[src/rtl/aes_bus_sequencer_if.sv]
`default_nettype none
// ============================================================================
// Module : aes_bus_sequencer_if
// Brief  : Request/result handshake and AES core register bus bundle.
// Rev    : 1.0  initial release
// ============================================================================
interface aes_bus_sequencer_if;
    logic         in_valid;
    logic         in_ready;
    logic [127:0] in_plain;
    logic [255:0] in_key;
    logic         in_keyld;
    logic [7:0]   in_mode;
    logic         out_valid;
    logic         out_ready;
    logic [127:0] out_data;
    logic         out_err;
    logic [6:0]   addr;
    logic [7:0]   din;
    logic         wr;
    logic         start;
    logic         ok;
    logic [7:0]   dout;

    // Sequencer view
    modport slave (
        input  in_valid, in_plain, in_key, in_keyld, in_mode, out_ready, ok, dout,
        output in_ready, out_valid, out_data, out_err, addr, din, wr, start
    );

    // Host plus core view
    modport master (
        output in_valid, in_plain, in_key, in_keyld, in_mode, out_ready, ok, dout,
        input  in_ready, out_valid, out_data, out_err, addr, din, wr, start
    );
endinterface
`default_nettype wire

[src/rtl/aes_bus_sequencer.sv]
`default_nettype none
// ============================================================================
// Module : aes_bus_sequencer
// Brief  : Loads block/key into the AES core byte bus, starts it, reads result.
// Rev    : 1.0  initial release
// ============================================================================
module aes_bus_sequencer #(
    parameter int OK_TIMEOUT = 1023
) (
    input  wire                 clk,
    input  wire                 rst,
    aes_bus_sequencer_if.slave  bus
);
    localparam int TW = (OK_TIMEOUT < 2) ? 1 : $clog2(OK_TIMEOUT + 1);

    typedef enum logic [3:0] {
        S_IDLE    = 4'd0,
        S_WR_PT   = 4'd1,
        S_WR_KEY  = 4'd2,
        S_WR_CTL  = 4'd3,
        S_GO      = 4'd4,
        S_WAIT_OK = 4'd5,
        S_READ    = 4'd6,
        S_OUT     = 4'd7,
        S_ERR     = 4'd8
    } state_t;

    state_t         r_state;
    logic [5:0]     r_cnt;
    logic [TW-1:0]  r_timer;
    logic [127:0]   r_plain;
    logic [255:0]   r_key;
    logic           r_keyld;
    logic [7:0]     r_mode;
    logic [6:0]     r_addr;
    logic [7:0]     r_din;
    logic           r_wr;
    logic           r_start;
    logic           r_out_valid;
    logic           r_out_err;
    logic [127:0]   r_out_data;

    logic [5:0]     w_nxt;
    logic [3:0]     w_rd_idx;
    logic [7:0]     w_pt_byte;
    logic [7:0]     w_key_byte;

    // Bus outputs are registered one cycle ahead, so byte selects use cnt+1.
    assign w_nxt      = r_cnt + 6'd1;
    assign w_rd_idx   = r_cnt[3:0] - 4'd1;
    assign w_pt_byte  = r_plain[{w_nxt[3:0], 3'b000} +: 8];
    assign w_key_byte = r_key[{w_nxt[4:0], 3'b000} +: 8];

    assign bus.in_ready  = (r_state == S_IDLE) && !rst;
    assign bus.addr      = r_addr;
    assign bus.din       = r_din;
    assign bus.wr        = r_wr;
    assign bus.start     = r_start;
    assign bus.out_valid = r_out_valid;
    assign bus.out_err   = r_out_err;
    assign bus.out_data  = r_out_data;

    always_ff @(posedge clk) begin
        if (rst) begin
            r_state     <= S_IDLE;
            r_cnt       <= '0;
            r_timer     <= '0;
            r_addr      <= '0;
            r_din       <= '0;
            r_wr        <= 1'b0;
            r_start     <= 1'b0;
            r_out_valid <= 1'b0;
            r_out_err   <= 1'b0;
            r_out_data  <= '0;
        end else begin
            case (r_state)
                S_IDLE: begin
                    if (bus.in_valid) begin
                        r_plain    <= bus.in_plain;
                        r_key      <= bus.in_key;
                        r_keyld    <= bus.in_keyld;
                        r_mode     <= bus.in_mode;
                        r_cnt      <= '0;
                        r_wr       <= 1'b1;
                        r_addr     <= 7'd0;
                        r_din      <= bus.in_plain[7:0];
                        r_out_data <= '0;
                        r_state    <= S_WR_PT;
                    end
                end
                S_WR_PT: begin
                    if (r_cnt == 6'd15) begin
                        r_cnt <= '0;
                        if (r_keyld) begin
                            r_addr  <= 7'd32;
                            r_din   <= r_key[7:0];
                            r_state <= S_WR_KEY;
                        end else begin
                            r_addr  <= 7'd64;
                            r_din   <= 8'h00;
                            r_state <= S_WR_CTL;
                        end
                    end else begin
                        r_cnt  <= w_nxt;
                        r_addr <= {3'b000, w_nxt[3:0]};
                        r_din  <= w_pt_byte;
                    end
                end
                S_WR_KEY: begin
                    if (r_cnt == 6'd31) begin
                        r_cnt   <= '0;
                        r_addr  <= 7'd64;
                        r_din   <= 8'h00;
                        r_state <= S_WR_CTL;
                    end else begin
                        r_cnt  <= w_nxt;
                        r_addr <= 7'd32 + {2'b00, w_nxt[4:0]};
                        r_din  <= w_key_byte;
                    end
                end
                S_WR_CTL: begin
                    if (r_cnt == 6'd0) begin
                        r_cnt  <= 6'd1;
                        r_addr <= 7'd65;
                        r_din  <= r_mode;
                    end else begin
                        r_wr    <= 1'b0;
                        r_start <= 1'b1;
                        r_state <= S_GO;
                    end
                end
                S_GO: begin
                    r_timer <= '0;
                    r_state <= S_WAIT_OK;
                end
                S_WAIT_OK: begin
                    // OK takes priority over an expiring timer in the same cycle.
                    if (bus.ok) begin
                        r_start <= 1'b0;
                        r_cnt   <= '0;
                        r_addr  <= 7'd16;
                        r_state <= S_READ;
                    end else if (r_timer == TW'(OK_TIMEOUT - 1)) begin
                        r_start     <= 1'b0;
                        r_out_valid <= 1'b1;
                        r_out_err   <= 1'b1;
                        r_out_data  <= '0;
                        r_state     <= S_ERR;
                    end else begin
                        r_timer <= r_timer + TW'(1);
                    end
                end
                S_READ: begin
                    if (!bus.ok) begin
                        r_out_valid <= 1'b1;
                        r_out_err   <= 1'b1;
                        r_out_data  <= '0;
                        r_state     <= S_ERR;
                    end else begin
                        // DOUT lags ADDR by one cycle: cycle n+1 carries byte n.
                        if (r_cnt != 6'd0) begin
                            r_out_data[{w_rd_idx, 3'b000} +: 8] <= bus.dout;
                        end
                        if (r_cnt == 6'd16) begin
                            r_out_valid <= 1'b1;
                            r_out_err   <= 1'b0;
                            r_state     <= S_OUT;
                        end else begin
                            r_cnt  <= w_nxt;
                            r_addr <= 7'd16 + {1'b0, w_nxt};
                        end
                    end
                end
                S_OUT, S_ERR: begin
                    if (bus.out_ready) begin
                        r_out_valid <= 1'b0;
                        r_out_err   <= 1'b0;
                        r_state     <= S_IDLE;
                    end
                end
                default: begin
                    r_state <= S_IDLE;
                end
            endcase
        end
    end
endmodule
`default_nettype wire

[src/flat_wrapper.sv]
// flat-port wrapper written by rule: the top's interface ports become plain ports
module aes_bus_sequencer_flat 
#(
    parameter int OK_TIMEOUT = 1023
)
  (clk, rst, bus_in_valid, bus_in_plain, bus_in_key, bus_in_keyld, bus_in_mode, bus_out_ready, bus_ok, bus_dout, bus_in_ready, bus_out_valid, bus_out_data, bus_out_err, bus_addr, bus_din, bus_wr, bus_start);
  aes_bus_sequencer_if bus_i ();
  input  wire clk;
  input  wire rst;
  input wire logic [$bits(bus_i.in_valid)-1:0] bus_in_valid;
  input wire logic [$bits(bus_i.in_plain)-1:0] bus_in_plain;
  input wire logic [$bits(bus_i.in_key)-1:0] bus_in_key;
  input wire logic [$bits(bus_i.in_keyld)-1:0] bus_in_keyld;
  input wire logic [$bits(bus_i.in_mode)-1:0] bus_in_mode;
  input wire logic [$bits(bus_i.out_ready)-1:0] bus_out_ready;
  input wire logic [$bits(bus_i.ok)-1:0] bus_ok;
  input wire logic [$bits(bus_i.dout)-1:0] bus_dout;
  output wire logic [$bits(bus_i.in_ready)-1:0] bus_in_ready;
  output wire logic [$bits(bus_i.out_valid)-1:0] bus_out_valid;
  output wire logic [$bits(bus_i.out_data)-1:0] bus_out_data;
  output wire logic [$bits(bus_i.out_err)-1:0] bus_out_err;
  output wire logic [$bits(bus_i.addr)-1:0] bus_addr;
  output wire logic [$bits(bus_i.din)-1:0] bus_din;
  output wire logic [$bits(bus_i.wr)-1:0] bus_wr;
  output wire logic [$bits(bus_i.start)-1:0] bus_start;
  assign bus_i.in_valid = bus_in_valid;
  assign bus_i.in_plain = bus_in_plain;
  assign bus_i.in_key = bus_in_key;
  assign bus_i.in_keyld = bus_in_keyld;
  assign bus_i.in_mode = bus_in_mode;
  assign bus_i.out_ready = bus_out_ready;
  assign bus_i.ok = bus_ok;
  assign bus_i.dout = bus_dout;
  assign bus_in_ready = bus_i.in_ready;
  assign bus_out_valid = bus_i.out_valid;
  assign bus_out_data = bus_i.out_data;
  assign bus_out_err = bus_i.out_err;
  assign bus_addr = bus_i.addr;
  assign bus_din = bus_i.din;
  assign bus_wr = bus_i.wr;
  assign bus_start = bus_i.start;
  aes_bus_sequencer #(.OK_TIMEOUT(OK_TIMEOUT)) u_core (.clk(clk), .rst(rst), .bus(bus_i));
endmodule
[config.mk]
export PLATFORM = sky130hd
export DESIGN_NAME = aes_bus_sequencer_flat
export DESIGN_NICKNAME = d
export VERILOG_FILES = /design/src/rtl/aes_bus_sequencer_if.sv /design/src/rtl/aes_bus_sequencer.sv /design/src/flat_wrapper.sv
export SDC_FILE = /design/constraint.sdc
export NUM_CORES = 1
export LEC_CHECK = 0
export ABC_AREA = 1
export BUFFER_PORTS_ARGS = -buffer_cell sky130_fd_sc_hd__buf_2
export CAP_MARGIN = 20
export CORE_AREA = 10 10 263 265
export CTS_CLUSTER_SIZE = 24
export DETAILED_ROUTE_END_ITERATION = 10
export DIE_AREA = 0 0 273 275
export MAX_ROUTING_LAYER = met4
export SLEW_MARGIN = 20
export SYNTH_ARGS = -nofsm -noshare
export SYNTH_HDL_FRONTEND = slang
export SYNTH_SLANG_ARGS = --single-unit
[constraint.sdc]
create_clock -name clk -period 74.4 [get_ports clk]
set_input_delay 14.88 -clock clk [delete_from_list [all_inputs] [get_ports clk]]
set_output_delay 14.88 -clock clk [all_outputs]
set_load 0.02 [all_outputs]
==> impl_metrics.yaml <==
floorplan:
  die_x_um: 273
  die_h_um: 275
  start_util_pct: 37.7
  num_rows: 93
  core_area_um2: 63900
  io_pins: 554
  die_area_um2: 75100
synth:
  synth_area_leader_cell: "edfxtp_1"
  netlist_instances: 2603
  synthesis.area_per_instance_um2: 9.26
  synth.yosys.seq_area_share_pct: 62.8
  async_reset_ff_share_pct: 0
  synth.top_cell.area_share_pct: 48.9
  yosysUniqueCellTypes: 43
  synth_nets: 3018
  synthesis.area_um2: 24100
  synth_area_leaders: "edfxtp_1 (49%), dfxtp_1 (14%), nand2_1 (13%), nand3_1 (6.7%), inv_1 (3.9%)"
  synth-edff-count: 393
  synth-main-ff-cell: "edfxtp_1"
  yosysWarnings: 0
  synth_seq_cells: 560
global_route:
  grt_pass1_vias: 18900
  globalRouteMet3Util_pct: 4.45
  grt_use_total_pct: 21.0
  grt_use_met2_pct: 34.5
  grt_max_degree: 183
  antenna_found_initial: 25
  busiest_layer: "met2"
  use_met1_pct: 25.8
  grt_overflow: 0
  grt_pass1_wl_um: 116000
critical_path:
  path_class: "primary input to output port"
  endpoint_kind: "output port"
  crit_path_cell_trace: "buf_4 > nor2_1 > buf_2"
  cp.required_ps: 59520
  cp-start-kind: "primary input"
  cp_slowest_cell: "buf_4"
  r2r-end: "u_core.bus.din[4]"
  crit_arrival_ps: 15700
  rrSetupSlack_ps: 69820
  path_buf_inv: 2
  path_delay_family: "buffers and inverters"
  cp_max_fo: 59
  max_stage_delay_ps: 530
  crit_start: "rst"
  r2r-start: "u_core.r_cnt[0]"
  reg2reg_depth: 12
clocking:
  clk_latency_ps: 650
  cts.clk_slew.worst_paths_ps: 60
  ctsResizeCount: 0
  cts_tree: "done"
  postCtsHoldBufs: 0
  htreeDepth: 2
  cts_buffers: 59
  clockBufferDepth: 3
  cts_setup_buffers: 0
  cts.sinks: 560
  cts_root_buf: "clkbuf_16"
timing:
  rsz0062_at_grt: "false"
  skew_ps: 54.4
  period_share_pct: 41.1
  worst_slew_pin_slew_ps: 1160
  max_slew_margin_pct: 22.6
  fmax_mhz: 32.7
  setup_violations: 0
  final_hold_viol_count: 0
  timing.setup.tns_ps: 0
  period_minus_slack_ps: 30580
  drv_slew: 0
placement:
  place.gp.congestion: 0.857
  io_buffers: 553
  dp_hpwl_um: 57400
layout:
  syn2layout_area_growth_pct: 22.5
  fillCellCount: 6084
  fin_nets: 3530
  drive_gt1_share_pct: 23.1
flow_run:
  max-cap-violations: 0
run_status:
  status: "completed"
detailed_routing:
  detail_route.iter0.violations: 1769
  vias: 19400
  detail-route-antenna-nets: 0
  drt_first_pass_iters: 5
  wirelength_um: 79900
  wl_per_cell_um: 19.8
  via_per_inst: 4.79
  drc: 0
power:
  p_per_area_nw_per_um2: 33.2
  p_leak_uw: 0.0127
  finalPower_uw: 982
  max-vdd-ir-drop_mv: 0.0187
min_path:
  min-delay-path-class: "flip-flop to flip-flop"
  holdPathStages: 2
  whs_endpoint: "u_core.bus.wr"
  min_from: "u_core.bus.wr"
[Yosys cell counts, drive strengths merged, types with 9 or more instances]
cell    instances
nand4          23
ha              9
o21ai          58
nor2          185
nand3         329
dfxtp         167
inv           270
a21oi         175
nand2         850
clkbuf         69
edfxtp        393
buf            49
[flip-flops by register name (all words and copies together) (netlist names)]
signal                count
u_core.bus.out_valid      1
u_core.bus.start          1
u_core.bus.addr           7
u_core.bus.wr             1
u_core.bus.din            8
u_core.bus.out_data     128
u_core.r_timer           10
u_core.r_plain          128
u_core.r_cnt              6
u_core.r_key            256
u_core.bus.out_err        1
u_core.r_state            4
u_core.r_keyld            1
u_core.r_mode             8
[worst register-to-register path, stage by stage, from the launching register on]
cell,delay [ps]
dfxtp_4,910
inv_6,520
ha_4,550
buf_4,590
buf_4,800
nand3_1,280
nand3_1,170
nand3_1,250
nand2_1,150
nand2_1,50
nand2_1,90
o21ai_1,50
a21oi_1,120
[kinds of logic after synthesis]
group | share of synthesized area [%]
AND/OR/NAND/NOR | 24.5
flip-flops | 62.8
buffers and inverters | 6.46
AO/OA/AOI/OAI | 5.33
adder cells (fa/ha/maj) | 0.467
XOR/XNOR | 0.400
[layout make-up]
class	count	area (um^2)	area share, %
clock inverters	37	305	1.03
flip-flops and latches	560	15100	51.3
clock buffers	74	1580	5.36
multi-input cells	1654	7450	25.2
repair buffers	569	2900	9.83
inverters	271	1030	3.49
diodes	19	47.5	0.161
well taps	855	1070	3.62
[where the power goes]
part	internal [uW]	leakage, uW	switching, uW
Clock	162	0.000942	126
Combinational	80.5	0.00681	225
Sequential	373	0.00496	16.1
Total	615	0.0127	367
[layout by cell type, fill, tap and decap left out, types with 2 or more instances in the layout]
master     netlist  final
a211oi_1         2      2
a21oi_1        174    174
and3_1           2      2
buf_2           35    552
buf_4            3     16
bufinv_16        0      3
clkbuf_1        69      8
clkbuf_16        0     60
clkbuf_2         0      2
clkbuf_4         0      2
clkbuf_8         0      2
clkinv_1         1     14
clkinv_16        0      2
clkinv_2         0     17
dfxtp_1        167    166
diode_2          0     19
edfxtp_1       393    393
ha_1             9      8
inv_1          253    253
inv_2           16     14
inv_6            0      3
nand2_1        838    838
nand2_2          9      9
nand2_4          3      3
nand3_1        325    325
nand3_2          4      4
nand4_1         23     23
nor2_1         165    165
nor2_2           9      9
nor2_4          10     10
nor3_1           3      2
nor3_2           1      2
o21a_1           4      4
o21ai_0         46     46
o21ai_1          2      2
o21ai_2          9      9
xor2_1           4      3
xor2_4           1      2
[through the flow]
step                      hold WS [ps]  cell area (um^2)  utilization [%]  setup slack [ps]  std cells
after global routing               474             29500             46.2             43750       4038
after floorplan                    437             24100                -             30850       2603
final                              451             29500             46.2             43820       4039
after detailed placement           443             27600             43.2             43830       3909
after global placement             435             27600             43.2             43820       3909
after CTS                          452             29500             46.2             43830       4020
[how the worst max path moves through the flow]
| stage | slack (ps) | cells past startpoint | endpoint |
|---|---|---|---|
| 5_1_grt | 43750 | 3 | bus_in_ready |
| 6_report | 43820 | 3 | bus_in_ready |
| 2_1_floorplan | 30850 | 3 | u_core.r_key[0] |
| 3_3_place_gp | 43820 | 3 | bus_in_ready |
| 4_1_cts | 43830 | 3 | bus_in_ready |
| 3_5_place_dp | 43830 | 3 | bus_in_ready |
[layer usage]
metal	part of all wire, %	vias up
met5	0	-
met4	2.4	0
met3	6.9	118
met2	49	686
met1	41	8948
li1	-	9605
Note: power is estimated with default switching activity, not from simulation.
